### config.mk
export PLATFORM = sky130hd
export DESIGN_NAME = dmem_block_mover
export DESIGN_NICKNAME = d
export VERILOG_FILES = /design/src/rtl/dmem_block_mover.sv
export SDC_FILE = /design/constraint.sdc
export NUM_CORES = 1
export LEC_CHECK = 0
export BUFFER_PORTS_ARGS = -buffer_cell sky130_fd_sc_hd__buf_2
export CELL_PAD_IN_SITES_DETAIL_PLACEMENT = 0
export CELL_PAD_IN_SITES_GLOBAL_PLACEMENT = 1
export CORE_MARGIN = 2
export CORE_UTILIZATION = 39
export DETAILED_ROUTE_END_ITERATION = 7
export PLACE_DENSITY = 0.85
export SYNTH_ARGS = -nofsm -noshare
export SYNTH_HDL_FRONTEND = slang
export SYNTH_SLANG_ARGS = --single-unit
### constraint.sdc
create_clock -name clk_i -period 2.6 [get_ports clk_i]
set_input_delay 0.39 -clock clk_i [delete_from_list [all_inputs] [get_ports clk_i]]
set_output_delay 0.39 -clock clk_i [all_outputs]
set_load 0.02 [all_outputs]
### src/rtl/dmem_block_mover.sv
// Block copy/fill engine acting as a second master on the data-memory port: 2 cycles per copied word, 1 per filled word.
// There is no backpressure; start is honoured only in IDLE and dropped otherwise.
module dmem_block_mover #(
    parameter int nbits = 32,
    parameter int AW    = 8
) (
    input  logic             clk_i,
    input  logic             rst_n_i,
    input  logic             start_i,
    input  logic             mode_i,
    input  logic [AW-1:0]    src_i,
    input  logic [AW-1:0]    dst_i,
    input  logic [AW:0]      len_i,
    input  logic [nbits-1:0] fill_val_i,
    output logic             busy_o,
    output logic             done_o,
    output logic [AW:0]      count_o,
    output logic             mem_we_o,
    output logic [nbits-1:0] mem_a_o,
    output logic [nbits-1:0] mem_wd_o,
    input  logic [nbits-1:0] mem_rd_i
);

    typedef enum logic [1:0] {
        S_IDLE  = 2'd0,
        S_READ  = 2'd1,
        S_WRITE = 2'd2,
        S_DONE  = 2'd3
    } state_t;

    localparam logic [AW:0] LEN_ZERO = '0;
    localparam logic [AW:0] LEN_ONE  = (AW+1)'(1);

    state_t           state_q;
    logic [AW-1:0]    src_p_q;
    logic [AW-1:0]    dst_p_q;
    logic [AW:0]      rem_q;
    logic [AW:0]      count_q;
    logic [nbits-1:0] data_q;
    logic             mode_q;

    always_ff @(posedge clk_i or negedge rst_n_i) begin
        if (!rst_n_i) begin
            state_q <= S_IDLE;
            src_p_q <= '0;
            dst_p_q <= '0;
            rem_q   <= '0;
            count_q <= '0;
            data_q  <= '0;
            mode_q  <= 1'b0;
        end else begin
            case (state_q)
                S_IDLE: begin
                    if (start_i) begin
                        src_p_q <= src_i;
                        dst_p_q <= dst_i;
                        rem_q   <= len_i;
                        mode_q  <= mode_i;
                        count_q <= '0;
                        if (len_i == LEN_ZERO) begin
                            state_q <= S_DONE;
                        end else if (mode_i) begin
                            data_q  <= fill_val_i;
                            state_q <= S_WRITE;
                        end else begin
                            state_q <= S_READ;
                        end
                    end
                end
                S_READ: begin
                    data_q  <= mem_rd_i;
                    state_q <= S_WRITE;
                end
                S_WRITE: begin
                    // Pointers are AW bits wide, so they wrap naturally at the top of memory.
                    dst_p_q <= dst_p_q + 1'b1;
                    if (!mode_q) begin
                        src_p_q <= src_p_q + 1'b1;
                    end
                    rem_q   <= rem_q - 1'b1;
                    count_q <= count_q + 1'b1;
                    if (rem_q == LEN_ONE) begin
                        state_q <= S_DONE;
                    end else if (mode_q) begin
                        state_q <= S_WRITE;
                    end else begin
                        state_q <= S_READ;
                    end
                end
                default: begin
                    state_q <= S_IDLE;
                end
            endcase
        end
    end

    // All port outputs decode from registers only; reset clears them asynchronously.
    assign busy_o   = (state_q != S_IDLE);
    assign done_o   = (state_q == S_DONE);
    assign mem_we_o = (state_q == S_WRITE);
    assign count_o  = count_q;

    always_comb begin
        mem_a_o  = '0;
        mem_wd_o = '0;
        case (state_q)
            S_READ: begin
                mem_a_o = {{(nbits-AW){1'b0}}, src_p_q};
            end
            S_WRITE: begin
                mem_a_o  = {{(nbits-AW){1'b0}}, dst_p_q};
                mem_wd_o = data_q;
            end
            default: begin
                mem_a_o  = '0;
                mem_wd_o = '0;
            end
        endcase
    end

endmodule

# Word-level counts from Yosys, hierarchy flattened
# Index checks and enable logic that the tools add are counted.
[word_totals]
out_inout_bits = 76
inputBits = 93
word_cells = 49
reg_bits = 69
[classes]
eq_ne = 8
n_addsub = 4
reduce_logical = 9
n_mux = 21
[op_table]
columns = ["op", "count"]
rows = [
  ["32-bit two-way mux", 4],
  ["32-bit case mux with 2 select lines", 1],
  ["8-bit case mux with 2 select lines", 3],
  ["9-bit case mux with 2 select lines", 2],
  ["8-bit two-way mux", 3],
  ["9-bit two-way mux", 2],
  ["8-bit by 1-bit adder with 8-bit output (second input constant)", 2],
  ["2-bit two-way mux", 5],
  ["9-bit by 1-bit adder with 9-bit output (second input constant)", 1],
  ["9-bit by 1-bit == test with 1-bit output (second input constant)", 1],
  ["9-bit logical NOT", 1],
  ["9-bit by 1-bit subtractor with 9-bit output (second input constant)", 1],
  ["2-bit != test (second input constant)", 4],
  ["2-bit case mux with 3 select lines", 1],
  ["2-bit nonzero test", 3],
  ["2-bit == test (second input constant)", 2],
  ["2-bit AND reduction", 2],
  ["4-bit AND reduction", 1],
  ["3-bit AND reduction", 1],
  ["2-bit by 1-bit == test with 1-bit output (second input constant)", 1],
  ["2-bit logical NOT", 1],
]

# Logic depth before layout (Yosys ltp)
[logic_depth]
depth_word = 4
mapped_depth = 9
depth_no_buf = 6

# Least setup slack after synthesis
# Ideal clock, no wire load.
[synth_timing]
path_kind = "register to output"
start = "register state_q[0]"
end = "output mem_a_o[0]"
t_arrival_ns = 1.904
stages_incl_launch_ff = 7
required_time_ns = 2.210
slack_ns = 0.306
cell_sequence = "dfrtp_1 inv_1 ha_1 buf_4 clkbuf_1 nand2_1 a21boi_0"
[synth_between]
elab_chain_len = 2
word_cells_on_any_way = 3
classes_between = "2 x eq/ne; 1 x mux"
[synth_rtl]
columns = ["element", "line_no", "source"]
rows = [
  ["from (decl)", "34", "state_t state_q;"],
  ["from (signal assigned)", "44", "state_q <= S_IDLE;"],
  ["from (signal assigned)", "61", "state_q <= S_DONE;"],
  ["from (signal assigned)", "64", "state_q <= S_WRITE;"],
  ["2-bit == test", "--", ""],
  ["net mem_we_o", "18", "output logic mem_we_o,"],
  ["8-bit case mux with 2 select lines", "106", "case (state_q)"],
  ["to (decl)", "19", "output logic [nbits-1:0] mem_a_o,"],
]
# The timed path passes the listed nets, and every way through them passes these cells.

# Final worst setup path
[layout_timing]
start = "register state_q[0]"
end = "output mem_a_o[6]"
[layout_between]
elab_chain_len = 2
word_cells_on_any_way = 3
classes_between = "2 x eq/ne; 1 x mux"
[layout_rtl]
columns = ["element", "line_no"]
rows = [
  ["2-bit == test or 2-bit by 1-bit == test with 1-bit output (tied branches)", "106"],
  ["8-bit case mux with 2 select lines *", "106"],
]
# Every way passes the cells marked *; elsewhere a longest branch is shown, timed or not.

==> impl_metrics.tcl <==
set metrics [dict create \
    status "complete, no violations" \
    most_instantiated_library_cell_after_synthesis "sky130_fd_sc_hd__dfrtp_1" \
    leakage_power_total_uw 0.002422 \
    finalCriticalPeriod_ps 2325 \
    drv_cap 0 \
    cts_root_buf "sky130_fd_sc_hd__clkbuf_8" \
    fin_setup_tns_ps 0 \
    clk_pin_slew_worst_paths_ps 80 \
    total_power_uw 6390 \
    rr_worst_depth 7 \
    worst_slew_pin_slew_ps 780.9 \
    maxSlewHeadroom_pct 47.94 \
    wirelength_um 10950 \
    cts_setup_buffers 0 \
    pre_cts_ws_ps 592.3 \
    final_period_util_pct 89.44 \
    globalRoute.totalOverflow 0 \
    r2r_end "src_p_q[4]$_DFFE_PN0P_" \
    area.growth.synth_to_final_pct 22.37 \
    synth_area_per_inst_sq_um 9.156 \
    required_time_of_the_critical_path_ps 2210 \
    reg2reg_slack_ps 590 \
    rr_startpoint "state_q[0]$_DFFE_PN0N_" \
    setup_ws_ps 274.7 \
    timing.critical_path.fanout_max 21 \
    synth_warn 0 \
    worstSetupStartpoint "state_q[0]$_DFFE_PN0N_" \
    synthDominantCellAreaShare_pct 40.73 \
    antenna_found_initial 0 \
    pwr_density_cell_nw_per_um2 1232 \
    drtAntennaViolNets 0 \
    nNetsFinal 699 \
    cp_data_arrival_time_ps 1940 \
    synth-edff-count 0 \
    tritoncts.num_buffers 9 \
    maximum_number_of_pins_on_one_net_before_global_route_repair 65 \
    die_area_sq_um 11720 \
    core_area_sq_um 10700 \
    start_util_pct 39.63 \
    ys_ff_latch 69 \
    synth_ff_type "sky130_fd_sc_hd__dfrtp_1" \
    finalSetupViolations 0 \
    final_design_area_no_fill_sq_um 5187 \
    cp-end-kind "output port" \
    ffs_w_async_s_r_synth_pct 100.0 \
    first_global_vias 3704 \
    vdd.ir_drop.worst_mv 0.4693 \
    ys_top_cells_by_count "sky130_fd_sc_hd__dfrtp_1, sky130_fd_sc_hd__a21oi_1, sky130_fd_sc_hd__nor2_1" \
    gp_routability_congestion 0.8166 \
    die_h_um 108.3 \
    x_dimension_of_the_die_um 108.3 \
    post_route_cells_drive_above_1_share_pct 30.07 \
    antenna_cells 0 \
    synthDominantAreaCellType "sky130_fd_sc_hd__dfrtp_1" \
    cts_repair_resize_count 0 \
    fin_skew_ps 12.18 \
    num_vias 3828 \
    clkSinkCount 69 \
    crit_end "mem_a_o[6]" \
    dr.pass1.iters 5 \
    netlist_top_cells_area "sky130_fd_sc_hd__dfrtp_1, sky130_fd_sc_hd__mux2i_1, sky130_fd_sc_hd__a21oi_1" \
    timing.critical_path.from_type "register" \
    final_max_tran_viols 0 \
    final_hold_viol_count 0 \
    placedInstanceArea_sq_um 4986 \
    tritoncts "yes" \
    post_synth_num_cell_types 51 \
    track_usage_pct 19.36 \
    seq_area_frac_synth_pct 40.73 \
    syn_area_sq_um 4239 \
    remaining_drc_errors 0 \
    achievable-frequency_ghz 0.4300 \
    netlist_instances 463 \
    hpwl_um 8018 \
    drt-initial-drc-count 144 \
    clk-insertion-delay-late_ps 360 \
    worstSetupPathType "register to output port" \
    io_pins 169 \
    wl_per_cell_um 14.75 \
    portBuffers 144 \
    h-tree-depth 3 \
    grt_setup_unrepaired "false" \
    grt_first_pass_wirelength_um 17610 \
    cts_buffer_depth 2 \
    hp-class "primary input to async pin" \
    viasPerCell 5.159 \
    cts_hold_buf 0 \
    num_rows 38 \
]
how the worst min path moves through the flow:
stage          startpoint                endpoint  slack (ps)  cells past startpoint
4_1_cts           rst_n_i  data_q[21]$_DFFE_PN0P_         120                      1
2_1_floorplan     rst_n_i  count_o[0]$_DFFE_PN0P_          90                      0
5_1_grt           rst_n_i  data_q[31]$_DFFE_PN0P_         170                      1
3_3_place_gp      rst_n_i  data_q[21]$_DFFE_PN0P_         500                      1
3_5_place_dp      rst_n_i  data_q[21]$_DFFE_PN0P_         510                      1
6_report          rst_n_i  data_q[21]$_DFFE_PN0P_         110                      1
report_power, final:
part | leakage [uW] | internal [uW] | switching [uW]
Sequential | 0.000804 | 1580 | 507
Combinational | 0.00152 | 1360 | 2050
Clock | 0.0000995 | 471 | 423
Total | 0.00242 | 3410 | 2980
layout make-up:
type                            count  area, sq um
Clock buffer                       11        141.4
Inverter                            7        26.28
Multi-Input combinational cell    357         2245
Clock inverter                      5        60.06
Sequential cell                    69         1727
Tap cell                          140        175.2
Timing Repair Buffer              153        813.3
Fill cell                        1051         5510
logic make-up (layout without fill, tap and decap cells):
logic type               count (synthesis)  in the layout  synth area share [%]
multiplexers                            40             40                 9.888
adder cells (fa/ha/maj)                  9              9                 2.656
other                                    1             24               0.08846
AO/OA/AOI/OAI                          121            121                 16.88
buffers and inverters                   60            176                 8.471
AND/OR/NAND/NOR                        159            159                 20.45
flip-flops                              69             69                 40.73
XOR/XNOR                                 4              4                0.8264
registers in the layout, indices dropped and copies added, names as in the netlist:
name / cells
src_p_q: 8
mode_q: 1
data_q: 32
state_q: 2
dst_p_q: 8
rem_q: 9
count_o: 9
worst max-delay path: stages (launching register included):
cell and delay (ps):
sky130_fd_sc_hd__dfrtp_1 420, sky130_fd_sc_hd__inv_1 100, sky130_fd_sc_hd__ha_2 300, sky130_fd_sc_hd__buf_4 290, sky130_fd_sc_hd__a22oi_1 130, sky130_fd_sc_hd__nor2b_1 150
sky130_fd_sc_hd__buf_2 180
placed cells by master, fill, tap and decap left out, types with 3 or more instances in the layout:
| cell | instances |
|---|---|
| sky130_fd_sc_hd__mux2i_1 | 37 |
| sky130_fd_sc_hd__clkbuf_8 | 10 |
| sky130_fd_sc_hd__nand3_1 | 14 |
| sky130_fd_sc_hd__or4_1 | 3 |
| sky130_fd_sc_hd__buf_2 | 144 |
| sky130_fd_sc_hd__nor3_1 | 7 |
| sky130_fd_sc_hd__o21ai_0 | 9 |
| sky130_fd_sc_hd__nand2_1 | 25 |
| sky130_fd_sc_hd__nand4_1 | 4 |
| sky130_fd_sc_hd__conb_1 | 24 |
| sky130_fd_sc_hd__dfrtp_1 | 69 |
| sky130_fd_sc_hd__o211ai_1 | 4 |
| sky130_fd_sc_hd__and3_1 | 6 |
| sky130_fd_sc_hd__buf_4 | 7 |
| sky130_fd_sc_hd__a22oi_1 | 10 |
| sky130_fd_sc_hd__xor2_1 | 4 |
| sky130_fd_sc_hd__ha_1 | 7 |
| sky130_fd_sc_hd__nor2b_1 | 9 |
| sky130_fd_sc_hd__nor3b_1 | 3 |
| sky130_fd_sc_hd__o21ai_1 | 13 |
| sky130_fd_sc_hd__o22ai_1 | 13 |
| sky130_fd_sc_hd__inv_1 | 6 |
| sky130_fd_sc_hd__nor2_1 | 42 |
| sky130_fd_sc_hd__a21oi_1 | 59 |
| sky130_fd_sc_hd__and2_1 | 32 |
stage by stage:
stage                     std cells  utilization, %  hold WS (ps)
after floorplan                 486               -         94.41
after global placement          726           46.61         497.6
after detailed placement        726           46.61         509.0
after CTS                       742           48.49         117.7
after global routing            742           48.49         172.6
final                           742           48.49         108.9
per-layer routing:
metal	track usage [%]	wire, um
met3	3.436	779
met5	0	0
met1	24.58	4592
met4	9.066	214
met2	32.08	5358
Power figures use the tool's default switching activity.
